--- config.mk ---
export PLATFORM = sky130hd
export DESIGN_NAME = code_seq_ctrl
export DESIGN_NICKNAME = d
export VERILOG_FILES = /design/src/rtl/code_seq_ctrl.sv
export SDC_FILE = /design/constraint.sdc
export NUM_CORES = 1
export LEC_CHECK = 0
export ABC_CLOCK_PERIOD_IN_PS = 2700
export CAP_MARGIN = 20
export CORE_ASPECT_RATIO = 1.5
export CORE_MARGIN = 2
export CORE_UTILIZATION = 60
export CTS_BUF_LIST = sky130_fd_sc_hd__clkbuf_16
export DETAILED_ROUTE_END_ITERATION = 7
export GPL_TIMING_DRIVEN = 0
export PLACE_DENSITY_LB_ADDON = 0.2
export SYNTH_ARGS = -nofsm -noshare
export SYNTH_HDL_FRONTEND = slang
export SYNTH_SLANG_ARGS = --single-unit
--- constraint.sdc ---
create_clock -name clk -period 2.7 [get_ports clk]
set_input_delay 0.54 -clock clk [delete_from_list [all_inputs] [get_ports clk]]
set_output_delay 0.54 -clock clk [all_outputs]
set_load 0.01 [all_outputs]
--- src/rtl/code_seq_ctrl.sv ---
// code_seq_ctrl
//   Steps the 3-bit code converter input A through 0..7, either free-running
//   (one advance every TICK_DIV cycles) or one advance per step request.
//   Owns the converter's USE_GRAY select. While sweeping, a mode change is
//   held back until the sweep wraps, so one pass never mixes encodings.
//
// Parameters
//   TICK_DIV  clock cycles per automatic advance (2 .. 2^24)
//   CNT_W     tick counter width, 2^CNT_W >= TICK_DIV
//
// Ports
//   clk       system clock, rising edge
//   rst       synchronous active-high reset
//   start     pulse: enter free-running sweep
//   stop      pulse: halt sweep, hold current code (highest priority)
//   step      pulse: single advance while idle
//   dir       0 = up, 1 = down, sampled at each advance
//   gray_req  requested encoding mode (level)
//   A         code index to converter (registered)
//   USE_GRAY  mode select to converter (registered)
//   busy      high while sweeping
//   wrap      one-cycle pulse coincident with the wrapped A value
module code_seq_ctrl #(
    parameter int TICK_DIV = 4,
    parameter int CNT_W    = 24
) (
    input  logic       clk,
    input  logic       rst,
    input  logic       start,
    input  logic       stop,
    input  logic       step,
    input  logic       dir,
    input  logic       gray_req,
    output logic [2:0] A,
    output logic       USE_GRAY,
    output logic       busy,
    output logic       wrap
);

    typedef enum logic [1:0] {
        IDLE = 2'd0,
        RUN  = 2'd1,
        STEP = 2'd2
    } state_t;

    localparam logic [CNT_W-1:0] TICK_LAST = CNT_W'(TICK_DIV - 1);

    state_t           state;
    logic [CNT_W-1:0] tick_cnt;

    logic       tick_hit;
    logic [2:0] a_next;
    logic       a_wraps;

    always_comb begin
        tick_hit = (tick_cnt == TICK_LAST);
        a_next   = dir ? (A - 3'd1) : (A + 3'd1);
        a_wraps  = dir ? (A == 3'd0) : (A == 3'd7);
    end

    // The request level itself serves as the pending mode during RUN: it is
    // only transferred to USE_GRAY on a wrapping advance, or once the block
    // is back in IDLE (which covers a stop that lands before the wrap).
    always_ff @(posedge clk) begin
        if (rst) begin
            state    <= IDLE;
            tick_cnt <= '0;
            A        <= 3'd0;
            USE_GRAY <= 1'b0;
            busy     <= 1'b0;
            wrap     <= 1'b0;
        end else begin
            wrap <= 1'b0;
            case (state)
                IDLE: begin
                    USE_GRAY <= gray_req;
                    if (stop) begin
                        state <= IDLE;
                    end else if (start) begin
                        state    <= RUN;
                        tick_cnt <= '0;
                        busy     <= 1'b1;
                    end else if (step) begin
                        state <= STEP;
                    end
                end
                RUN: begin
                    if (stop) begin
                        // no advance on the stop edge, even if the tick fires
                        state    <= IDLE;
                        busy     <= 1'b0;
                        tick_cnt <= '0;
                    end else if (tick_hit) begin
                        tick_cnt <= '0;
                        A        <= a_next;
                        wrap     <= a_wraps;
                        if (a_wraps) USE_GRAY <= gray_req;
                    end else begin
                        tick_cnt <= tick_cnt + CNT_W'(1);
                    end
                end
                STEP: begin
                    A        <= a_next;
                    wrap     <= a_wraps;
                    USE_GRAY <= gray_req;
                    state    <= IDLE;
                end
                default: begin
                    state <= IDLE;
                    busy  <= 1'b0;
                end
            endcase
        end
    end

endmodule

-- Word level (Yosys, flattened, before mapping)
Cells that the tools add are included.
- $add $sub $neg: 3
- eq/ne operators: 11
- multiplexer cells: 26
- bitwise logic cells: 1
- reduce and logical (&&, ||, !) cells: 11
- operators with widths (operator ; number):
    $mux 24 ; 4
    $pmux 24 s2 ; 1
    $add 24x1->24 const B ; 1
    $eq 24x2->1 const B ; 1
    $ne 2x2->1 const B ; 6
    $mux 1 ; 9
    $mux 3 ; 3
    $mux 2 ; 4
    $reduce_and 4->1 ; 2
    $pmux 3 s2 ; 1
    $reduce_and 3->1 ; 2
    $reduce_bool 2->1 ; 3
    $ne 4x4->1 const B ; 1
    $pmux 1 s2 ; 2
    $pmux 2 s2 ; 1
    $add 3x1->3 const B ; 1
    $eq 3x3->1 const B ; 1
    $logic_not 3->1 ; 1
    $pmux 1 s3 ; 1
    $sub 3x1->3 const B ; 1
    $eq 2x1->1 const B ; 1
    $eq 2x2->1 const B ; 1
    $logic_not 2->1 ; 1
    $reduce_and 2->1 ; 1
    other kinds (2) ; 2
- register bits after elaboration: 32
- output and inout port bits: 6
- logic and storage cells: 58

-- Logic depth before layout (Yosys ltp)
Gate-level depths: netlist (run 1).
- depth after elaboration: 6
- gate-level depth with buffers: 8
- mapped depth without buffers: 7

-- Worst setup path after synthesis (run 1)
Ideal clock, no wire load.
- path kind: reg-to-reg
- start: register state[0]
- end: register tick_cnt[17]
- library setup time: 0.114 ns
- data arrival time: 1.571 ns
- data required time: 2.586 ns
- slack: 1.015 ns
- cell stages (with the launch flop): 9
- period minus slack after synthesis: 1.685 ns
- path through: dfxtp_1 > inv_1 > ha_1 > nand2b_1 > a211oi_1 > buf_4 > nand4_1 > xor2_1 > nor2_1
- longest elaborated chain between the ends: 3
- elaborated cells between the ends (all ways): 7
- RTL lines (element ; line ; source):
    start: declaration ; 48 ; state_t state;
    start signal: assignment ; 66 ; state <= IDLE;
    start signal: assignment ; 78 ; state <= IDLE;
    start signal: assignment ; 80 ; state <= RUN;
    $eq 2x1->1 or $logic_not 2->1 (tied branches) ; 74 ; case (state)
    $reduce_bool 2->1 (no line) or $ne 2x2->1 (tied branches) ; - ;
    $reduce_and 3->1 (no line) ; - ;
    end signal: assignment ; 99 ; tick_cnt <= tick_cnt + CNT_W'(1);
    end: declaration ; 49 ; logic [CNT_W-1:0] tick_cnt;
Parallel ways exist; a longest one is shown, timed or not.
A chain may end at the register's enable or synchronous reset.

-- Final worst setup path (run 1)
- start: input port stop
- end: register tick_cnt[23]
- longest elaborated chain between the ends: 2
- elaborated cells between the ends (all ways): 4
- RTL lines (element ; line ; source):
    start: declaration ; 30 ; input logic stop,
    $mux 24 or $ne 2x2->1 (tied branches) ; - ;
    $pmux 24 s2 or $reduce_and 3->1 (tied branches) ; - ;
Parallel ways exist; a longest one is shown, timed or not.

==> results of run 1 <==
-- cell families after synthesis --
logic type | after synthesis | synth area share [%]
and+or+nand+nor | 92 | 30.8
DFF | 32 | 39.2
muxes | 1 | 0.612
adders and majority gates | 5 | 4.28
xor gates and xnor gates | 24 | 12.9
buffers and inverters | 11 | 3.21
AOI/OAI and AO/OA | 19 | 9.11
-- worst max-delay path: cells and delay by family --
family	cells	cell delay, ns
buffers and inverters	2	0.72
AND/OR/NAND/NOR	3	0.47
XOR/XNOR	1	0.20
AO/OA/AOI/OAI	1	0.40
-- state kept, by name (all words and copies together), names as in the netlist --
register / cells
busy: 1
wrap: 1
USE_GRAY: 1
A: 3
state: 2
tick_cnt: 24
-- path summary, 6_finish.rpt --
kind,from,end,slack [ns],cells after the start
max,stop,tick_cnt[23],0.54,7
min,USE_GRAY,USE_GRAY,0.50,2
max reg2reg,state[0],tick_cnt[23],0.65,8
min reg2reg,USE_GRAY,USE_GRAY,0.50,2
-- metrics by stage --
stage / util [%] / instances
6_report: 72.7 / 239
5_1_grt: 72.7 / 239
4_1_cts: 72.7 / 239
3_5_place_dp: 67.7 / 232
3_3_place_gp: 67.7 / 232
2_1_floorplan: - / 184
-- report_power, final --
part | total, µW | leakage (µW) | switching [µW] | internal [µW]
sequential | 488 | 0.000259 | 6.85 | 481
combinational | 82.5 | 0.000361 | 43.7 | 38.8
clock | 523 | 0.0000648 | 194 | 329
total | 1090 | 0.000684 | 244 | 849
-- final cells by class --
class	count	share of cell area [%]
Tap cell	37	2.41
Timing Repair Buffer	11	5.72
Clock inverter	2	0.390
Sequential cell	32	33.3
Multi-Input combinational cell	141	49.0
Inverter	7	1.37
Clock buffer	5	6.50
Buffer	4	1.37
-- layout by cell type, fill, tap and decap left out, types with 2 or more instances in the layout --
master	instances
nor2_1	33
dfxtp_1	32
xor2_1	17
clkdlybuf4s50_1	11
nand2_1	10
nand3_1	10
nand4_1	10
inv_1	7
xnor2_1	7
a21oi_1	5
and3_1	5
clkbuf_16	5
nand2b_1	4
ha_1	4
nor3_1	3
buf_4	3
and4_1	3
nand3b_1	2
nor4_1	2
nor4_2	2
o21ai_1	2
a211oi_1	2
o21ai_0	2
a31oi_1	2
nor4b_1	2
clkinv_1	2
-- layer usage --
metal  up-vias  wire, µm  share of wire [%]  global-route usage [%]
li1        681         -                  -                       -
met1       647      1400                 40                    27.1
met2        18      1910                 55                    46.9
met3         5        98                2.8                    6.60
met4         0        65                1.9                    13.5
met5         -         0                  0                       0
==> flow_metrics.py, run 1 <==
metrics = {
    "detailed_routing": {
        "vias_per_cell": 5.65,
        "ant_nets": 0,
        "drtIter0Drc": 40,
        "routedWlPerCell_um": 14.5,
        "drt_first_pass_iters": 4,
        "wirelength_mm": 3.47,
        "vias": 1351,
        "route.detailed.drc": 0,
    },
    "status": {
        "outcome": "completed",
    },
    "sta": {
        "fin_crit_sh_pct": 80.2,
        "fmax_mhz": 462,
        "hold_viol": 0,
        "holdWs_ns": 0.505,
        "setup_violations": 0,
        "slew_headroom_pct": 66.1,
        "tightestPinTransition_ns": 0.506,
        "drv_slew": 0,
        "fin_ws_ns": 0.536,
        "grt_setup_unrepaired": "no",
        "fin_worst_skew_ns": 0.00320,
        "setup_tns_ns": 0,
        "fin_crit_ns": 2.16,
    },
    "critical_path": {
        "cp-start-kind": "primary input",
        "crit_path_max_fanout": 10,
        "crit_path_end_kind": "flop",
        "path_class": "primary input to flop",
        "critPathMaxStageDelay_ns": 0.47,
        "cp.arrival_ns": 2.33,
        "worstPathCellList": "clkdlybuf4s50_1 -> nand3b_1 -> a211oi_1 -> buf_4 -> nand3_1 -> xor2_1 -> nor2_1",
        "slowest_stage": "clkdlybuf4s50_1",
        "required_ns": 2.86,
    },
    "synthesis": {
        "synth_ff_type": "dfxtp_1",
        "synth_edf_count": 0,
        "synth_area_leaders": "dfxtp_1 39%, xor2_1 9.1%, nor2_1 7.6%, nand4_1 3.8%, xnor2_1 3.7%",
        "ys_warn_count": 0,
        "yosysMostFrequentCell": "nor2_1",
        "ys_seq_area_share_pct": 39.2,
        "netlist_instances": 184,
        "async_flop_share_pct": 0,
        "synth-seq-cells": 32,
        "yosysTopAreaCellShare_pct": 39.2,
        "syn_avg_cell_area_um2": 8.89,
        "synth_area_um2": 1640,
        "syn_nets": 196,
        "synthTopCellsByCount": "33 x nor2_1, 32 x dfxtp_1, 17 x xor2_1",
        "synth_area_leader_cell": "dfxtp_1",
        "ys_types": 38,
    },
    "cells_and_area": {
        "multiInputGateArea_um2": 942,
        "area_growth_pct": 17.7,
        "fin_area_um2": 1920,
        "seqCellArea_um2": 641,
        "nNetsFinal": 214,
        "antenna_cells": 0,
        "drive_above_1_share_pct": 7.92,
        "fill_cells": 194,
    },
    "power": {
        "power_density_nw_per_um2": 568,
        "power.leakage_uw": 0.000684,
        "power.total_uw": 1090,
        "ir_drop_mv": 0.452,
    },
    "global_route": {
        "grt_usage_pct": 26.2,
        "antenna_found_initial": 0,
        "grt_max_degree": 11,
        "grt_pass1_vias": 1370,
        "grt_pass1_wl_mm": 5.93,
        "grt_overflow": 0,
    },
    "die": {
        "start_util_pct": 61.8,
        "ioPinCount": 13,
        "fp.coreArea_um2": 2650,
        "die-width_um": 46.6,
        "rows": 23,
        "dieArea_um2": 3170,
        "fp.dieH_um": 67.9,
    },
    "clock_tree": {
        "cts_buffers": 5,
        "cts_resized": 0,
        "root_buffer": "clkbuf_16",
        "clk_pin_slew_ns": 0.05,
        "hold_buffers": 0,
        "cts_sinks": 32,
        "cts_max_level": 2,
        "cts_tree": "built",
        "postCtsSetupBuffers": 0,
        "clk_latency_ns": 0.28,
        "clockBufferDepth": 2,
    },
    "hold_path": {
        "min-delay-path-class": "flop to flop",
    },
    "placed_design": {
        "gp_congestion": 0.752,
        "placed_cell_area_um2": 1790,
        "place_ws_ns": 0.322,
        "port_buffers": 11,
        "dp_hpwl_mm": 2.45,
    },
    "flow_run": {
        "maxCapViolations": 0,
    },
}
(Power assumes the default switching activity.)
==> run 2, diff against run 1 <==
--- a/config.mk
+++ b/config.mk
@@ -5,11 +5,11 @@
 export SDC_FILE = /design/constraint.sdc
 export NUM_CORES = 1
 export LEC_CHECK = 0
-export ABC_CLOCK_PERIOD_IN_PS = 2700
+export ABC_CLOCK_PERIOD_IN_PS = 1910
 export CAP_MARGIN = 20
 export CORE_ASPECT_RATIO = 1.5
 export CORE_MARGIN = 2
-export CORE_UTILIZATION = 60
+export CORE_UTILIZATION = 51
 export CTS_BUF_LIST = sky130_fd_sc_hd__clkbuf_16
 export DETAILED_ROUTE_END_ITERATION = 7
 export GPL_TIMING_DRIVEN = 0
==> constraint.sdc (replaced) <==
create_clock -name clk -period 1.91 [get_ports clk]
set_input_delay 0.382 -clock clk [delete_from_list [all_inputs] [get_ports clk]]
set_output_delay 0.382 -clock clk [all_outputs]
set_load 0.01 [all_outputs]
==> run 2 against run 1 <==
Against the previous run: total power rose by 42%; cell area is 7.2% higher; first-iteration DRC count down 38%; setup slack worse by 0.42 ns; combinational power grew 61%; sequential share of layout area is 2.2 points lower; critical path depth up 1; non-clock buffer count increased by 7; wire length is 4.0% higher; via count increased by 3.2%; critical endpoint is now tick_cnt[22]; largest power group unchanged.
==> flow_metrics.py, run 2 (synthesis results as in run 1) <==
metrics = {
    "sta": {
        "grt_setup_unrepaired": "no",
        "fin_crit_ns": 1.80,
        "tightestPinTransition_ns": 0.517,
        "drv_slew": 0,
        "holdWs_ns": 0.490,
        "slew_headroom_pct": 65.4,
        "fin_worst_skew_ns": 0.00268,
        "hold_viol": 0,
        "setup_violations": 0,
        "fmax_mhz": 557,
        "fin_crit_sh_pct": 94.0,
    },
    "clock_tree": {
        "hold_buffers": 0,
        "root_buffer": "clkbuf_16",
        "cts_tree": "built",
        "cts_max_level": 2,
        "cts_buffers": 5,
        "clockBufferDepth": 2,
        "cts_sinks": 32,
        "clk_latency_ns": 0.28,
        "clk_pin_slew_ns": 0.05,
    },
    "power": {
        "p_int_uw": 1210,
        "share_comb_of_total_power_pct": 8.6,
        "clockPowerShare_pct": 47.0,
        "pwr-share-seq_pct": 44.4,
        "switching_power_uw": 342,
        "swShare_pct": 22.0,
        "ir_drop_mv": 0.791,
        "power.leakage_uw": 0.000743,
        "power_density_nw_per_um2": 753,
    },
    "detailed_routing": {
        "wirelength_mm": 3.60,
        "vias": 1394,
        "vias_per_cell": 5.55,
        "ant_nets": 0,
        "route.detailed.drc": 0,
        "drtIter0Drc": 25,
        "drt_first_pass_iters": 4,
        "routedWlPerCell_um": 14.4,
    },
    "global_route": {
        "grt_usage_pct": 21.1,
        "use_met3_pct": 5.69,
        "grt_pass1_vias": 1431,
        "grt_max_degree": 11,
        "top_usage_layer": "met2",
        "grtUsageMet2_pct": 38.0,
        "antenna_found_initial": 0,
        "grt_pass1_wl_mm": 5.82,
        "grt_overflow": 0,
        "grt_use_met1_pct": 20.0,
    },
    "placed_design": {
        "dp_hpwl_mm": 2.38,
        "port_buffers": 11,
        "place_inst": 235,
        "gp_congestion": 0.738,
    },
    "die": {
        "die-width_um": 50.2,
        "rows": 25,
        "fp.dieH_um": 73.4,
        "fp.coreArea_um2": 3100,
        "ioPinCount": 13,
        "start_util_pct": 52.8,
        "dieArea_um2": 3680,
    },
    "cells_and_area": {
        "antenna_cells": 0,
        "top_regs": "tick_cnt (24), A (3), state (2)",
        "largest_reg_flops": 24,
        "nNetsFinal": 222,
        "regMostFlops": "tick_cnt",
        "fill_cells": 242,
        "final_common_cell": "nor2_1",
        "area_growth_pct": 26.2,
        "stdcell_count": 251,
        "drive_above_1_share_pct": 14.7,
        "final_cell_mix": "33 x nor2_1, 31 x dfxtp_1, 17 x xor2_1",
    },
    "critical_path": {
        "critPathLaunch": "state[0]",
        "crit_path_max_fanout": 5,
        "path_class": "flop to flop",
        "critPathMaxStageDelay_ns": 0.32,
        "r2r_start": "state[0]",
        "crit_path_end_kind": "flop",
        "cp.arrival_ns": 1.96,
        "critical-path-top-delay-family": "simple AND/OR/NAND/NOR gates",
        "cp-start-kind": "flop",
        "required_ns": 2.08,
        "crit_buf_inv": 2,
        "worstPathCellList": "inv_1 -> ha_2 -> nand3b_1 -> buf_4 -> a21oi_2 -> nand4_1 -> xor2_1 -> nor2_1",
        "slowest_stage": "dfxtp_1",
    },
    "status": {
        "outcome": "completed",
    },
    "flow_run": {
        "maxCapViolations": 0,
    },
    "hold_path": {
        "min-delay-start": "busy",
        "min-delay-path-class": "flop to flop",
    },
}
## run 2: cell count changes in the layout (fill, tap and decap cells not counted), sizes merged
cell | before | now
dlymetal6s2s | 0 | 1
buf | 4 | 11
clkdlybuf4s50 | 11 | 10
clkinv | 2 | 1
a21oi | 6 | 7
inv | 7 | 9
## run 2: path summary, 6_finish.rpt
check                               endpoint  slack [ns]  cells after the start
worst min register to register          busy        0.49                      2
worst min-delay path                    busy        0.49                      2
worst max register to register  tick_cnt[22]        0.11                      8
worst max-delay path            tick_cnt[22]        0.11                      8
## run 2: layer usage
metal,part of all wire [%],vias up,wire length [µm]
met5,0,-,0
met4,3.0,0,108
met3,3.1,9,111
met2,56,24,2020
met1,38,665,1360
li1,-,696,-
## run 2: power by group through the flow
stage	registers [µW]	clock network, µW	logic, µW
2_1_floorplan	704	0	72.8
3_3_place_gp	701	0	113
3_5_place_dp	702	0	117
4_1_cts	689	752	124
5_1_grt	691	784	148
6_report	691	730	133
## run 2: cell type report
| type | instances | area (µm²) | area share (%) |
|---|---|---|---|
| Sequential cell | 32 | 642 | 31.1 |
| Multi-Input combinational cell | 142 | 1020 | 49.2 |
| Tap cell | 40 | 50.0 | 2.43 |
| Clock buffer | 5 | 125 | 6.06 |
| Buffer | 4 | 30.0 | 1.46 |
| Inverter | 7 | 26.3 | 1.27 |
| Timing Repair Buffer | 18 | 163 | 7.88 |
| Clock inverter | 3 | 11.3 | 0.546 |
## run 2: tightest hold or removal path: stages, from the launching register on
cell and delay (ns):
dfxtp_1 0.31, o21ai_1 0.07, a21oi_1 0.06
## run 2: what timing repair did
item,CTS,global route
pin swaps,2,6
endpoints found under the setup margin,19,24
resized for setup,2,13
setup buffers,2,4
gates cloned,0,2
## run 2: per-stage QoR
step	power, µW	utilization [%]	setup TNS (ns)	area, µm²	setup slack [ns]
2_1_floorplan	776	-	0	1640	0.225
3_3_place_gp	815	58.0	-3.57	1800	-0.287
3_5_place_dp	819	58.0	-4.62	1800	-0.349
4_1_cts	1560	63.3	-0.00311	1960	-0.00311
5_1_grt	1620	66.6	0	2060	0.0221
6_report	1550	66.6	0	2060	0.114
